===== src/rtl/viterbi_acs_traceback.sv =====
// Hard-decision K=3 (7/5) Viterbi decoder for 8-pair blocks: 8 ACS steps, best-state select, 8-step traceback.
// Fixed 18-edge latency from start to data_valid/refresh; start is ignored until the FSM is back in IDLE.
module viterbi_acs_traceback #(
  parameter int PM_W    = 5,
  parameter int INIT_PM = 8
) (
  input  logic       clk,
  input  logic       rst,
  input  logic       start,
  input  logic [1:0] bit_pair_0,
  input  logic [1:0] bit_pair_1,
  input  logic [1:0] bit_pair_2,
  input  logic [1:0] bit_pair_3,
  input  logic [1:0] bit_pair_4,
  input  logic [1:0] bit_pair_5,
  input  logic [1:0] bit_pair_6,
  input  logic [1:0] bit_pair_7,
  output logic [7:0] decoded_data,
  output logic       data_valid,
  output logic       refresh,
  output logic       busy
);

  typedef enum logic [2:0] {
    S_IDLE,
    S_ACS,
    S_SELECT,
    S_TRACE,
    S_DONE
  } state_t;

  state_t                   state_q, state_d;
  logic [15:0]              rx_q, rx_d;
  logic [3:0][PM_W-1:0]     pm_q, pm_d;
  logic [7:0][3:0]          surv_q, surv_d;
  logic [2:0]               step_q, step_d;
  logic [1:0]               tst_q, tst_d;
  logic [7:0]               decoded_q, decoded_d;
  logic                     valid_q, valid_d;
  logic                     refresh_q, refresh_d;
  logic                     busy_q, busy_d;

  logic [1:0]               rx_pair;
  logic [1:0]               nsv;
  logic [1:0]               pred0;
  logic [1:0]               pred1;
  logic [PM_W-1:0]          cand0;
  logic [PM_W-1:0]          cand1;
  logic [3:0]               dec;
  logic [1:0]               idx;
  logic [1:0]               best;
  logic [PM_W-1:0]          best_pm;

  // Hamming distance between the received pair and the encoder output {c0,c1} for (pred, u).
  function automatic logic [1:0] branch_metric(input logic [1:0] rx, input logic u,
                                               input logic [1:0] pred);
    logic [1:0] diff;
    diff = rx ^ {u ^ pred[1] ^ pred[0], u ^ pred[0]};
    return {1'b0, diff[1]} + {1'b0, diff[0]};
  endfunction

  always_comb begin
    state_d   = state_q;
    rx_d      = rx_q;
    pm_d      = pm_q;
    surv_d    = surv_q;
    step_d    = step_q;
    tst_d     = tst_q;
    decoded_d = decoded_q;
    valid_d   = 1'b0;
    refresh_d = 1'b0;
    rx_pair   = rx_q[{step_q, 1'b0} +: 2];
    nsv       = 2'd0;
    pred0     = 2'd0;
    pred1     = 2'd0;
    cand0     = '0;
    cand1     = '0;
    dec       = 4'd0;
    idx       = 2'd0;
    best      = 2'd0;
    best_pm   = pm_q[0];

    case (state_q)
      S_IDLE: begin
        if (start) begin
          rx_d    = {bit_pair_7, bit_pair_6, bit_pair_5, bit_pair_4,
                     bit_pair_3, bit_pair_2, bit_pair_1, bit_pair_0};
          pm_d[0] = '0;
          pm_d[1] = PM_W'(INIT_PM);
          pm_d[2] = PM_W'(INIT_PM);
          pm_d[3] = PM_W'(INIT_PM);
          step_d  = 3'd0;
          state_d = S_ACS;
        end
      end

      S_ACS: begin
        for (int ns = 0; ns < 4; ns++) begin
          nsv   = 2'(ns);
          pred0 = {nsv[0], 1'b0};
          pred1 = {nsv[0], 1'b1};
          cand0 = pm_q[pred0] + PM_W'(branch_metric(rx_pair, nsv[1], pred0));
          cand1 = pm_q[pred1] + PM_W'(branch_metric(rx_pair, nsv[1], pred1));
          // Strict compare so equal candidates keep the even predecessor.
          if (cand1 < cand0) begin
            pm_d[nsv] = cand1;
            dec[nsv]  = 1'b1;
          end else begin
            pm_d[nsv] = cand0;
            dec[nsv]  = 1'b0;
          end
        end
        surv_d[step_q] = dec;
        step_d         = step_q + 3'd1;
        if (step_q == 3'd7) begin
          state_d = S_SELECT;
        end
      end

      S_SELECT: begin
        for (int i = 1; i < 4; i++) begin
          idx = 2'(i);
          if (pm_q[idx] < best_pm) begin
            best_pm = pm_q[idx];
            best    = idx;
          end
        end
        tst_d   = best;
        step_d  = 3'd7;
        state_d = S_TRACE;
      end

      S_TRACE: begin
        decoded_d[step_q] = tst_q[1];
        tst_d             = {tst_q[0], surv_q[step_q][tst_q]};
        step_d            = step_q - 3'd1;
        if (step_q == 3'd0) begin
          valid_d   = 1'b1;
          refresh_d = 1'b1;
          state_d   = S_DONE;
        end
      end

      S_DONE: begin
        state_d = S_IDLE;
      end

      default: begin
        state_d = S_IDLE;
      end
    endcase

    busy_d = (state_d != S_IDLE);
  end

  always_ff @(posedge clk) begin
    if (rst) begin
      state_q   <= S_IDLE;
      rx_q      <= '0;
      pm_q      <= '0;
      surv_q    <= '0;
      step_q    <= '0;
      tst_q     <= '0;
      decoded_q <= '0;
      valid_q   <= 1'b0;
      refresh_q <= 1'b0;
      busy_q    <= 1'b0;
    end else begin
      state_q   <= state_d;
      rx_q      <= rx_d;
      pm_q      <= pm_d;
      surv_q    <= surv_d;
      step_q    <= step_d;
      tst_q     <= tst_d;
      decoded_q <= decoded_d;
      valid_q   <= valid_d;
      refresh_q <= refresh_d;
      busy_q    <= busy_d;
    end
  end

  assign decoded_data = decoded_q;
  assign data_valid   = valid_q;
  assign refresh      = refresh_q;
  assign busy         = busy_q;

endmodule


===== config.mk =====
export PLATFORM = sky130hd
export DESIGN_NAME = viterbi_acs_traceback
export DESIGN_NICKNAME = d
export VERILOG_FILES = /design/src/rtl/viterbi_acs_traceback.sv
export SDC_FILE = /design/constraint.sdc
export NUM_CORES = 1
export LEC_CHECK = 0
export ABC_CLOCK_PERIOD_IN_PS = 9600
export CAP_MARGIN = 5
export CORE_MARGIN = 4
export CORE_UTILIZATION = 59
export DETAILED_ROUTE_END_ITERATION = 10
export DONT_BUFFER_PORTS = 1
export PLACE_DENSITY = 0.75
export SLEW_MARGIN = 0
export SYNTH_ARGS = -nofsm -noshare
export SYNTH_HDL_FRONTEND = slang
export SYNTH_SLANG_ARGS = --single-unit

===== constraint.sdc =====
create_clock -name clk -period 9.6 [get_ports clk]
set_input_delay 1.92 -clock clk [delete_from_list [all_inputs] [get_ports clk]]
set_output_delay 1.92 -clock clk [all_outputs]
set_load 0.02 [all_outputs]

==> metrics <==
final core occ 61.4%; outcome finished, final reports clean; critical path endpoint category register; Clock Pin Slew Worst Setup and Hold Paths 100 ps; Netlist cell types 70; Detail Route Antenna Nets 0; non-filler cells, final 732; Tmin final 5480 ps; Slew Limit Fails 0; io pins 30; reg2reg setup slack 4120 ps; Synth Warn # 0; CTS sink cnt 86; Tightest Pin Transition 1060 ps; leakage power 2.35 nW; post_cts resized 0; relative slew slack 29.3%; nets 688; Hold Crit Depth 2; CP startpoint kind register; Chip Width 105 um; largest net degree at the start of global routing 76; clock buffer count from CTS 9; FF+latch area 1720 um2; DRC 0; CP startpoint step_q[2]$_SDFFE_PP0P_; initial antenna violation count 0; Hold Path Class register to register; Place WS 4210 ps; antenna diode count 0; Crit path max-delay family compound AO/OA/AOI/OAI gates; Inst Count DP 715; Die Y 105 um; setup bufs post-CTS 0; clock latency on the worst-skew pair 380 ps; IO buf count 0; RSZ-0062 raised after global routing false; Final Hold Fails 0; Avg Inst Size Synth 8.57 um2; fin crit share 57.0%; Detailed Place HPWL 9.42 mm; worst path cell trace nor3_1 -> buf_4 -> a22o_1 -> a2111oi_2 -> ha_1 -> inv_1 -> ha_1 -> fa_1 -> nand3_1 -> xor2_1 -> inv_1 -> ha_1 -> a21oi_1 -> o21a_1 -> mux2_2 -> a211oi_1; mapped cell area 5560 um2; reg2reg start step_q[2]$_SDFFE_PP0P_; endpoints failing setup 0; Overflow after GRT 0; #FFs+latches synth 86; RePlAce Congestion 0.885; Synth area leaders dfxtp_1 (31%), ha_1 (9.9%), mux2i_1 (9.4%), nand2_1 (6.1%), a21oi_1 (5.3%); EDFF count, synth 0; Pre-Repair DR Iteration Count 5; max_cap viols 0; CP max FO 29; Core ar. 9200 um2; leading area contributor after synthesis dfxtp_1; crit path DAT 5770 ps; Setup Skew 9.06 ps; vias in the first global route 4,292; htree depth 3; CTS tree built; routed via count 4,487; max frequency 183 MHz; drt via density 6.13; share of layout cells above drive strength 1 6.44%; register area share after synthesis 31.0%; footprint of the multi-input gates 3450 um2; first-pass GRT wire length 21.6 mm; fraction of registers with async set/reset 0%; Peak VDD IR 0.134 mV; clk buf depth 2; Worst path max stage delay 1030 ps; Synth top area share 31.0%; setup TNS 0 ps; Total Power 1.02 mW; Initial Util 60.5%; Avg WL per Cell 17.7 um; reg2reg path depth 16; die area 11,000 um2; total track usage 24.2%; pwr/cell area 181 nW/um2; Routed WL 13.0 mm; post-synthesis net count 721; Crit Path Category register to register; r2r endpoint pm_q[18]$_SDFFE_PP0P_; Hold-fix buffers, CTS 0; setup slack after layout 4120 ps; WP buf/inv 3; CTS Root Cell clkbuf_8; Cells after Synth 649; Slowest-stage cell, CP dfxtp_1; Primary FF master, synth dfxtp_1; WP data required 9900 ps; # rows 35; Min-Delay Endpoint surv_q[3]$_SDFFE_PP0P_; hold_sp surv_q[3]$_SDFFE_PP0P_; Fill cells 818; initial DRC count 208; synthesis-to-finish area growth 1.55%; CP most frequent cell ha_1
## worst register-to-register path, delay by kind of cell (launching register included)
kind | cells | cell delay [ps]
fa+ha+maj | 4 | 1300
mux | 1 | 410
flops | 1 | 1030
compound gates | 5 | 1630
simple gates | 2 | 430
xor+xnor | 1 | 200
buf+inv | 3 | 410
## cells in the final DEF (no fill, tap or decap), types with 11 or more instances in the layout
cell type / n
nor2_1: 46
o21ai_0: 21
dfxtp_1: 86
xnor2_1: 13
nand2_1: 90
inv_1: 28
mux2i_1: 52
ha_1: 44
xor2_1: 11
nand3_1: 30
a21oi_1: 59
## logic make-up (layout without fill, tap and decap cells)
family / count (synthesis) / after routing / synth area share, %
buf+inv: 75 / 47 / 6.91
simple gates: 213 / 213 / 18.2
xor+xnor: 24 / 24 / 3.78
mux: 56 / 56 / 10.4
fa+ha+maj: 53 / 53 / 13.1
flops: 86 / 86 / 31.0
compound gates: 142 / 142 / 16.7
## area by class of cell
type | count | area share (%)
timing repair buffer | 3 | 0.399
inverter | 28 | 1.86
sequential | 86 | 30.5
clock buffer | 9 | 2.19
multi-input combinational | 488 | 61.2
clock inverter | 7 | 1.42
tap | 111 | 2.46
## metrics by stage
stage	cell area, um2	hold slack [ps]
2_1_floorplan	5560	429
4_1_cts	5640	456
6_report	5650	454
5_1_grt	5650	474
3_3_place_gp	5440	439
3_5_place_dp	5440	443
## per-layer routing
metal,vias up,track usage [%],share of wire (%)
met5,-,0,0
met4,0,8.62,2.2
met3,22,5.06,5.7
met2,129,39.7,48
met1,2137,31.4,44
li1,2199,-,-
## synth_stat cells (9+ instances only)
cell type and number:
fa_1 9, o21ai_0 21, xor2_1 11, clkbuf_1 21, ha_1 44, a21oi_1 59, buf_2 12, a21o_1 9
nor2_1 46, xnor2_1 13, inv_1 28, nand2_1 90, a22o_1 10, mux2i_1 52, nand3_1 30, dfxtp_1 86
## where the power goes
group,switching (mW),total [mW],internal [mW]
Clock,0.148,0.272,0.124
Sequential,0.0301,0.404,0.374
Combinational,0.195,0.345,0.150
Total,0.373,1.02,0.648
## sequential cells by signal, indices dropped and copies added (netlist names)
register / count
state_q: 3
surv_q: 32
step_q: 3
refresh: 1
decoded_data: 8
pm_q: 20
busy: 1
tst_q: 2
rx_q: 16
## worst max-delay path by stage
stage                            end  cells past startpoint  slack (ps)
2_1_floorplan  tst_q[1]$_SDFFE_PP0P_                     21        5220
3_3_place_gp    pm_q[8]$_SDFFE_PP0P_                     15        4480
3_5_place_dp   pm_q[18]$_SDFFE_PP0P_                     16        4210
4_1_cts        pm_q[18]$_SDFFE_PP0P_                     16        4190
5_1_grt        pm_q[18]$_SDFFE_PP0P_                     16        3690
6_report       pm_q[18]$_SDFFE_PP0P_                     16        4120
Note: power is estimated with default switching activity, not from simulation.
